==> config.mk <==
export PLATFORM = sky130hd
export DESIGN_NAME = morse_key_sequencer_flat
export DESIGN_NICKNAME = d
export VERILOG_FILES = /design/src/rtl/morse_pkg.sv /design/src/rtl/morse_key_sequencer_if.sv /design/src/rtl/morse_unit_timer.sv /design/src/rtl/morse_key_sequencer.sv /design/src/flat_wrapper.sv
export SDC_FILE = /design/constraint.sdc
export NUM_CORES = 1
export LEC_CHECK = 0
export BUFFER_PORTS_ARGS = -buffer_cell sky130_fd_sc_hd__buf_2
export CAP_MARGIN = 20
export CORE_MARGIN = 5
export CORE_UTILIZATION = 50
export CTS_CLUSTER_SIZE = 10
export DETAILED_ROUTE_END_ITERATION = 8
export GPL_ROUTABILITY_DRIVEN = 0
export HOLD_SLACK_MARGIN = 0.1
export PLACE_DENSITY = 0.81
export SLEW_MARGIN = 20
export SYNTH_ARGS = -nofsm -noshare
export SYNTH_HDL_FRONTEND = slang
export SYNTH_HIERARCHICAL = 1
export SYNTH_SLANG_ARGS = --single-unit
==> constraint.sdc <==
create_clock -name clk -period 2.9 [get_ports clk]
set_input_delay 0.145 -clock clk [delete_from_list [all_inputs] [get_ports clk]]
set_output_delay 0.145 -clock clk [all_outputs]
set_load 0.02 [all_outputs]
==> src/rtl/morse_pkg.sv <==
// Shared symbol codes, ASCII constants and sequencer state encoding for the Morse key front end.
package morse_pkg;

   localparam int unsigned SYM_W  = 2;
   localparam int unsigned CHAR_W = 8;

   typedef logic [SYM_W-1:0]  sym_t;
   typedef logic [CHAR_W-1:0] char_t;

   localparam sym_t  SYM_IDLE    = 2'b00;
   localparam sym_t  SYM_DOT     = 2'b01;
   localparam sym_t  SYM_DASH    = 2'b10;
   localparam sym_t  SYM_SEND    = 2'b11;
   localparam char_t ASCII_SPACE = 8'h20;

   typedef enum logic [2:0] {
      ST_IDLE,
      ST_MARK,
      ST_GAP,
      ST_CAPTURE,
      ST_SEND,
      ST_WGAP
   } seq_state_t;

endpackage

==> src/rtl/morse_key_sequencer_if.sv <==
// Character output stream of the Morse key sequencer: one-entry valid/ready buffer.
interface morse_key_sequencer_if;
   import morse_pkg::*;

   char_t char_out;
   logic  char_valid;
   logic  char_ready;

   modport master (output char_out, output char_valid, input char_ready);
   modport slave  (input char_out, input char_valid, output char_ready);
endinterface

==> src/rtl/morse_unit_timer.sv <==
// Prescaler plus saturating Morse unit counter; clear restarts timing from the current cycle.
module morse_unit_timer #(
   parameter int unsigned TICKS_PER_UNIT = 1000,
   parameter int unsigned UNIT_W         = 8
) (
   input  logic              clk,
   input  logic              reset,
   input  logic              clear,
   output logic [UNIT_W-1:0] units
);

   localparam int unsigned PRE_W = (TICKS_PER_UNIT > 1) ? $clog2(TICKS_PER_UNIT) : 1;
   localparam logic [PRE_W-1:0] PRE_LAST = PRE_W'(TICKS_PER_UNIT - 1);

   logic [PRE_W-1:0] presc;

   // The clearing cycle is itself the first tick, so L cycles of a state give floor(L/TICKS_PER_UNIT).
   always_ff @(posedge clk or negedge reset) begin
      if (!reset) begin
         presc <= '0;
         units <= '0;
      end else if (clear) begin
         presc <= PRE_W'(1);
         units <= '0;
      end else if (presc == PRE_LAST) begin
         presc <= '0;
         if (units != '1) units <= units + UNIT_W'(1);
      end else begin
         presc <= presc + PRE_W'(1);
      end
   end

endmodule

==> src/rtl/morse_key_sequencer.sv <==
// Straight-key timing front end for the Morse letter decoder with a one-entry character buffer.
// Optional MORSE_KEY_SYNC_EN: key passes through a 2-flop synchronizer before use.
module morse_key_sequencer
   import morse_pkg::*;
#(
   parameter int unsigned TICKS_PER_UNIT   = 1000,
   parameter int unsigned DASH_UNITS       = 2,
   parameter int unsigned LETTER_GAP_UNITS = 3,
   parameter int unsigned WORD_GAP_UNITS   = 7,
   parameter int unsigned UNIT_W           = 8
) (
   input  logic                   clk,
   input  logic                   reset,
   input  logic                   key,
   input  char_t                  letter_in,
   output sym_t                   symbol,
   output logic                   overflow,
   morse_key_sequencer_if.master  io
);

   localparam logic [UNIT_W-1:0] DASH_U   = UNIT_W'(DASH_UNITS);
   localparam logic [UNIT_W-1:0] LETTER_U = UNIT_W'(LETTER_GAP_UNITS);
   localparam logic [UNIT_W-1:0] WORD_U   = UNIT_W'(WORD_GAP_UNITS);

   seq_state_t        state, state_nxt;
   sym_t              sym_nxt;
   logic              word_open, word_open_nxt;
   logic              timer_clr_c, push_c;
   char_t             push_data_c;
   logic [UNIT_W-1:0] units;
   logic              key_s;
   char_t             char_q;
   logic              valid_q;

`ifdef MORSE_KEY_SYNC_EN
   logic [1:0] key_sync;
   always_ff @(posedge clk or negedge reset) begin
      if (!reset) key_sync <= '0;
      else        key_sync <= {key_sync[0], key};
   end
   assign key_s = key_sync[1];
`else
   assign key_s = key;
`endif

   morse_unit_timer #(
      .TICKS_PER_UNIT (TICKS_PER_UNIT),
      .UNIT_W         (UNIT_W)
   ) u_timer (
      .clk   (clk),
      .reset (reset),
      .clear (timer_clr_c),
      .units (units)
   );

   // Next state, symbol pulse, buffer push and timer restart on MARK/GAP entry.
   always_comb begin
      state_nxt     = state;
      sym_nxt       = SYM_IDLE;
      word_open_nxt = word_open;
      timer_clr_c   = 1'b0;
      push_c        = 1'b0;
      push_data_c   = letter_in;
      unique case (state)
         ST_IDLE: begin
            if (key_s) begin
               state_nxt   = ST_MARK;
               timer_clr_c = 1'b1;
            end
         end
         ST_MARK: begin
            if (!key_s) begin
               state_nxt   = ST_GAP;
               timer_clr_c = 1'b1;
               sym_nxt     = (units < DASH_U) ? SYM_DOT : SYM_DASH;
            end
         end
         ST_GAP: begin
            if (units == LETTER_U) begin
               state_nxt = ST_CAPTURE;
            end else if (key_s) begin
               state_nxt   = ST_MARK;
               timer_clr_c = 1'b1;
            end
         end
         ST_CAPTURE: begin
            state_nxt = ST_SEND;
            if (letter_in != '0) begin
               push_c        = 1'b1;
               word_open_nxt = 1'b1;
            end
         end
         ST_SEND: begin
            sym_nxt = SYM_SEND;
            if (key_s) begin
               state_nxt   = ST_MARK;
               timer_clr_c = 1'b1;
            end else begin
               state_nxt = ST_WGAP;
            end
         end
         ST_WGAP: begin
            if (key_s) begin
               state_nxt   = ST_MARK;
               timer_clr_c = 1'b1;
            end else if (units == WORD_U) begin
               state_nxt = ST_IDLE;
               if (word_open) begin
                  push_c        = 1'b1;
                  push_data_c   = ASCII_SPACE;
                  word_open_nxt = 1'b0;
               end
            end
         end
         default: state_nxt = ST_IDLE;
      endcase
   end

   // A push into a full, stalled buffer is dropped and flagged sticky.
   always_ff @(posedge clk or negedge reset) begin
      if (!reset) begin
         state     <= ST_IDLE;
         symbol    <= SYM_IDLE;
         word_open <= 1'b0;
         char_q    <= '0;
         valid_q   <= 1'b0;
         overflow  <= 1'b0;
      end else begin
         state     <= state_nxt;
         symbol    <= sym_nxt;
         word_open <= word_open_nxt;
         if (push_c) begin
            if (!valid_q || io.char_ready) begin
               char_q  <= push_data_c;
               valid_q <= 1'b1;
            end else begin
               overflow <= 1'b1;
            end
         end else if (valid_q && io.char_ready) begin
            valid_q <= 1'b0;
         end
      end
   end

   assign io.char_out   = char_q;
   assign io.char_valid = valid_q;

endmodule

==> src/flat_wrapper.sv <==
// flat-port wrapper written by rule: the top's interface ports become plain ports
module morse_key_sequencer_flat import morse_pkg::*;
#(
   parameter int unsigned TICKS_PER_UNIT   = 1000,
   parameter int unsigned DASH_UNITS       = 2,
   parameter int unsigned LETTER_GAP_UNITS = 3,
   parameter int unsigned WORD_GAP_UNITS   = 7,
   parameter int unsigned UNIT_W           = 8
)
  (clk, reset, key, letter_in, symbol, overflow, io_char_out, io_char_valid, io_char_ready);
  morse_key_sequencer_if io_i ();
  input  logic clk;
  input  logic reset;
  input  logic key;
  input  char_t letter_in;
  output sym_t symbol;
  output logic overflow;
  output wire logic [$bits(io_i.char_out)-1:0] io_char_out;
  output wire logic [$bits(io_i.char_valid)-1:0] io_char_valid;
  input wire logic [$bits(io_i.char_ready)-1:0] io_char_ready;
  assign io_char_out = io_i.char_out;
  assign io_char_valid = io_i.char_valid;
  assign io_i.char_ready = io_char_ready;
  morse_key_sequencer #(.TICKS_PER_UNIT(TICKS_PER_UNIT), .DASH_UNITS(DASH_UNITS), .LETTER_GAP_UNITS(LETTER_GAP_UNITS), .WORD_GAP_UNITS(WORD_GAP_UNITS), .UNIT_W(UNIT_W)) u_core (.clk(clk), .reset(reset), .key(key), .letter_in(letter_in), .symbol(symbol), .overflow(overflow), .io(io_i));
endmodule
**Word-level counts from Yosys, hierarchy flattened**

Index checks and enable logic that the tools add are counted.

- Equal/unequal tests: 15
- Add/sub/neg operators: 2
- Muxes and demuxes: 35
- Reductions and logical operators: 16
- Order comparisons: 1
- Bitwise logic cells: 1

Operators with widths:

| operator | count |
|---|---|
| two-way mux 8 bit | 7 |
| two-way mux 10 bit | 2 |
| two-way mux 3 bit | 6 |
| one-hot mux 3 bit (6 select lines) | 1 |
| two-way mux 1 bit | 13 |
| adder 10 x 1 -> 10 bit (second input constant) | 1 |
| equality test 10 bit (second input constant) | 1 |
| AND reduction 2 bit | 5 |
| adder 8 x 1 -> 8 bit (second input constant) | 1 |
| equality test 8 x 2 -> 1 bit (second input constant) | 1 |
| equality test 8 x 3 -> 1 bit (second input constant) | 1 |
| < comparator 8 x 2 -> 1 bit (second input constant) | 1 |
| != test 8 bit (second input constant) | 1 |
| nonzero test 2 bit | 4 |
| nonzero test 8 bit | 1 |
| equality test 3 x 2 -> 1 bit (second input constant) | 2 |
| equality test 3 bit (second input constant) | 2 |
| != test 2 bit (second input constant) | 3 |
| two-way mux 2 bit | 2 |
| != test 2 x 1 -> 1 bit (second input constant) | 2 |
| one-hot mux 1 bit (2 select lines) | 2 |
| one-hot mux 2 bit (2 select lines) | 1 |
| AND reduction 4 bit | 1 |
| equality test 3 x 1 -> 1 bit (second input constant) | 1 |
| other kinds (8) | 8 |

- Output and inout bits: 12
- Flip-flop bits (word level): 34
- Input port bits: 12

**Depth between registers and ports, before layout**

- Depth after elaboration: 6
- Gate-level depth with buffers: 8
- Gate-level depth less buffers: 7

**Hierarchy**

Netlist, hierarchy kept.

Modules (own cells, without submodules):

| module | times used | cells an instance | area an instance (um^2) |
|---|---|---|---|
| morse_unit_timer | 1 | 92 | 899.6 |
| morse_key_sequencer | 1 | 76 | 808.3 |

**Worst setup path before layout**

OpenSTA, ideal clock, no wires.

- Kind: register -> register
- From: reg u_core.u_timer.units[4]
- To: reg u_core.u_timer.presc[3]
- Setup time: 0.123 ns
- Path buffers: 1
- Stages on the path, launching flop included: 9
- Period minus slack after synthesis: 1.753 ns
- Arrival: 1.631 ns
- Data required time: 2.777 ns
- Path slack: 1.147 ns
- Path through: dfrtp_1 -> and4bb_1 -> a211oi_1 -> a21oi_1 -> o21ai_0 -> clkbuf_1 -> inv_1 -> nand2_1 -> nor2_1

- Word-level cells in the longest chain between the ends: 4

RTL lines:

| item | line | RTL |
|---|---|---|
| from (decl) | morse_unit_timer.sv:9 | `output logic [UNIT_W-1:0] units` |
| from (signal assigned) | morse_unit_timer.sv:27 | `if (units != '1) units <= units + UNIT_W'(1);` |
| equality test 8 x 2 -> 1 bit | morse_key_sequencer.sv:79 | `if (units == LETTER_U) begin` |
| two-way mux 1 bit | morse_key_sequencer.sv:79 |  |
| one-hot mux 1 bit (3 select lines) | morse_key_sequencer.sv:64 | `unique case (state)` |
| via u_core.timer_clr_c | morse_key_sequencer.sv:28 | `logic timer_clr_c, push_c;` |
| two-way mux 10 bit | morse_unit_timer.sv:22 | `end else if (clear) begin` |
| to (signal assigned) | morse_unit_timer.sv:29 | `presc <= presc + PRE_W'(1);` |
| to (decl) | morse_unit_timer.sv:15 | `logic [PRE_W-1:0] presc;` |

The timed path passes the listed nets, and every way through them passes these cells.
A chain may end at the register's enable or synchronous reset.

**Worst setup path after layout**

- From: reg u_core.u_timer.presc[0]
- To: reg u_core.u_timer.units[4]

- Word-level cells in the longest chain between the ends: 3

RTL lines:

| item | line | RTL |
|---|---|---|
| equality test 10 bit | morse_unit_timer.sv:25 | `end else if (presc == PRE_LAST) begin` |
| nonzero test 2 bit (no source line) | -- |  |
| AND reduction 2 bit (no source line) | -- |  |

Every way passes these cells.

==> run_results.csv <==
group,metric,value,unit
worst_hold_path,hold_depth,3,
critical_path,worstPathMaxFanout,15,
clocking,post-cts-setup-buffers,0,
die,die_w,68.4,microns
sta,maxSlewViolCount,0,
die,start_util,0.516,
finish,syn_to_final_growth,18.2,%
clocking,clk_pin_slew,100,ps
routing,first_pass_iters,5,
clocking,clkSinkCount,34,
critical_path,r2r_start,"u_core/u_timer/presc[0]$_DFF_PN0_",
routing,routed-via-count,1435,
clocking,numCtsBuffers,5,
synthesis,yosysWarnings,6,
critical_path,arrival,2200,ps
die,die_area,0.00468,sq mm
job,drv_cap,0,
sta,fin_crit,1940,ps
pwr,leakage,0.912,nW
routing,drc,0,
clocking,cts.path.max_buffers,2,
sta,hold_slack,110,ps
place,dpl.hpwl,2.44,mm
finish,layout-drive-gt1-share,0.193,
clocking,cts-htree-levels,2,
sta,post-route-period-util,0.670,
synthesis,ys_ff_latch,34,
synthesis,syn-instance-count,168,
die,die_h,68.4,microns
worst_hold_path,min-delay-start,"key",
worst_hold_path,hp-class,"in -> reg",
sta,skew,9.02,ps
sta,rsz0062_at_grt,"no",
die,pin_count,24,
finish,fillers,274,
synthesis,syn-cell-area,0.00171,sq mm
sta,tns,0,ps
run_status,outcome,"completed",
synthesis,ys_seq_area_frac,0.498,
global_route,grtUsageTotal,0.182,
finish,n_antenna_cell,0,
global_route,grt_overflow,0,
clocking,cts_root_buffer,"clkbuf_4",
critical_path,critPathKind,"reg -> reg",
synthesis,synth.avg_cell_area,10.2,sq um
finish,regArea,851,sq um
sta,slew_headroom,0.518,
routing,drt_iter0_markers,146,
sta,hold_violations,0,
routing,wl_per_cell,15.0,microns
die,coreArea,0.00331,sq mm
critical_path,startpoint_type,"flip-flop",
routing,ant_nets,0,
global_route,grt_max_degree,35,
clocking,cts_tree,"done",
sta,max_freq,515,MHz
critical_path,r2r_cells,5,
routing,viasPerCell,5.79,
global_route,antenna_found_initial,0,
routing,drt_wl_total,3.72,mm
global_route,grt_pass1_wl,6.19,mm
critical_path,r2r_end,"u_core/u_timer/units[4]$_DFFE_PN0P_",
critical_path,cp.required,3160,ps
finish,multiInputGateArea,808,sq um
pwr,irDropWorstVdd,0.000404,V
global_route,first_global_vias,1424,
synthesis,ys_types,44,
sta,tightest_slew,723,ps
pwr,p_per_area,785,mW/mm^2
critical_path,crit_path_end_kind,"flip-flop",
critical_path,rrSetupSlack,960,ps
place,port_buffers,23,
sta,setup_viol,0,
finish,fin_nets,216,
synthesis,synth_nets,182,
die,rows,21,
worst_hold_path,min_to,"u_core/symbol[0]$_DFF_PN0_",
clocking,insertion_delay,340,ps
-- cells in the mapped netlist --
master | n | area (sq um)
dfrtp_1 | 34 | 851
nor2_1 | 21 | 78.8
a21oi_1 | 14 | 70.1
nand2_1 | 11 | 41.3
a22oi_1 | 7 | 52.6
nor3_1 | 7 | 35.0
nand3_1 | 6 | 30.0
xnor2_1 | 6 | 52.6
inv_1 | 5 | 18.8
and3_1 | 4 | 25.0
and4_1 | 3 | 26.3
buf_2 | 3 | 15.0
nand4_1 | 3 | 18.8
o21ai_0 | 3 | 15.0
o31ai_1 | 3 | 22.5
o41ai_1 | 3 | 26.3
or3_1 | 3 | 18.8
or4_1 | 3 | 22.5
ha_1 | 2 | 25.0
or4_4 | 2 | 22.5
xor2_1 | 2 | 17.5
a211oi_1 | 1 | 7.51
a21o_1 | 1 | 7.51
a221o_1 | 1 | 10.0
a2bb2oi_1 | 1 | 8.76
a31oi_1 | 1 | 6.26
a41o_1 | 1 | 10.0
and2_1 | 1 | 6.26
and3_4 | 1 | 11.3
and3b_4 | 1 | 12.5
and4bb_1 | 1 | 12.5
buf_6 | 1 | 11.3
clkbuf_1 | 1 | 3.75
mux2i_1 | 1 | 10.0
nand2b_1 | 1 | 6.26
nand4_2 | 1 | 12.5
nand4b_1 | 1 | 8.76
nor4_2 | 1 | 12.5
o211ai_4 | 1 | 21.3
o21a_1 | 1 | 7.51
o21bai_1 | 1 | 7.51
or2b_1 | 1 | 7.51
or3_4 | 1 | 11.3
or4b_1 | 1 | 10.0
-- final cells by class --
type,count,area share
repair buffers,32,0.100
multi-input cells,124,0.400
inverters,5,0.00929
flip-flops and latches,34,0.421
well taps,46,0.0285
clock buffers,6,0.0254
clock inverters,1,0.0149
-- how the worst max path moves through the flow --
stage / start / endpoint / slack [ps] / depth (start not counted)
2_1_floorplan: u_core/u_timer/units[4]$_DFFE_PN0P_ / u_core/u_timer/presc[3]$_DFF_PN0_ / 1150 / 8
3_3_place_gp: u_core/u_timer/presc[0]$_DFF_PN0_ / u_core/u_timer/units[5]$_DFFE_PN0P_ / 1070 / 5
3_5_place_dp: u_core/u_timer/presc[0]$_DFF_PN0_ / u_core/u_timer/units[6]$_DFFE_PN0P_ / 1000 / 5
4_1_cts: u_core/u_timer/presc[0]$_DFF_PN0_ / u_core/u_timer/units[6]$_DFFE_PN0P_ / 970 / 5
5_1_grt: u_core/u_timer/units[2]$_DFFE_PN0P_ / u_core/u_timer/presc[7]$_DFF_PN0_ / 810 / 8
6_report: u_core/u_timer/presc[0]$_DFF_PN0_ / u_core/u_timer/units[4]$_DFFE_PN0P_ / 960 / 5
-- sequential cells by signal, indices dropped and copies added (netlist names) --
signal and cells:
u_core/io.char_out 8, u_core/io.char_valid 1, u_core/overflow 1, u_core/state 3
u_core/symbol 2, u_core/u_timer/presc 10, u_core/u_timer/units 8, u_core/word_open 1
-- worst max-delay path: stages, from the launching register on --
cell and delay [ps]:
dfrtp_1 390, ha_1 230, nand4b_1 140, or3_4 430, or4_1 530, a21oi_1 160
-- what timing repair did --
item / in CTS / in global routing
gates resized for setup: 0 / 0
hold endpoints to repair: 41 / 0
hold buffers: 8 / 0
-- layout by cell type, fill, tap and decap left out, types with 2 or more instances in the layout --
| master | Yosys | routed |
|---|---|---|
| xnor2_1 | 6 | 6 |
| clkbuf_4 | 0 | 5 |
| dlygate4sd3_1 | 0 | 8 |
| nand4_1 | 3 | 3 |
| o31ai_1 | 3 | 3 |
| o21ai_0 | 3 | 3 |
| o41ai_1 | 3 | 3 |
| ha_1 | 2 | 2 |
| or3_1 | 3 | 3 |
| nor3_1 | 7 | 7 |
| and4_1 | 3 | 3 |
| or4_4 | 2 | 2 |
| or4_1 | 3 | 3 |
| inv_1 | 5 | 5 |
| xor2_1 | 2 | 2 |
| a22oi_1 | 7 | 7 |
| nand3_1 | 6 | 6 |
| a21oi_1 | 14 | 14 |
| dfrtp_1 | 34 | 34 |
| buf_2 | 3 | 23 |
| and3_1 | 4 | 4 |
| nand2_1 | 11 | 11 |
| nor2_1 | 21 | 21 |
-- cells by family after synthesis --
| group | share of synthesized area |
|---|---|
| DFF | 0.498 |
| xor gates and xnor gates | 0.0410 |
| and+or+nand+nor | 0.252 |
| adders and majority gates | 0.0146 |
| buffers and inverters | 0.0286 |
| muxes | 0.00586 |
| AOI/OAI and AO/OA | 0.160 |
-- per-layer routing --
layer  vias to the layer above  track usage  share of wire
li1                        696            -              -
met1                       692        0.196           0.41
met2                        38        0.325           0.53
met3                         9       0.0460          0.040
met4                         0       0.0893          0.023
met5                         -            0              0
-- per-stage QoR --
stage | setup WS (ps) | util | cells | power, mW | instance area (sq um)
after floorplan | 1150 | - | 168 | 1.05 | 1710
after global placement | 1070 | 0.561 | 233 | 1.19 | 1860
after detailed placement | 996 | 0.561 | 233 | 1.22 | 1860
after CTS | 973 | 0.610 | 248 | 1.59 | 2020
after global routing | 808 | 0.610 | 248 | 1.68 | 2020
final | 957 | 0.610 | 248 | 1.59 | 2020
-- power breakdown --
group / switching (mW) / total [mW] / internal (mW)
combinational: 0.331 / 0.543 / 0.213
clock: 0.155 / 0.355 / 0.201
sequential: 0.0981 / 0.687 / 0.589
Note: power is estimated with default switching activity, not from simulation.
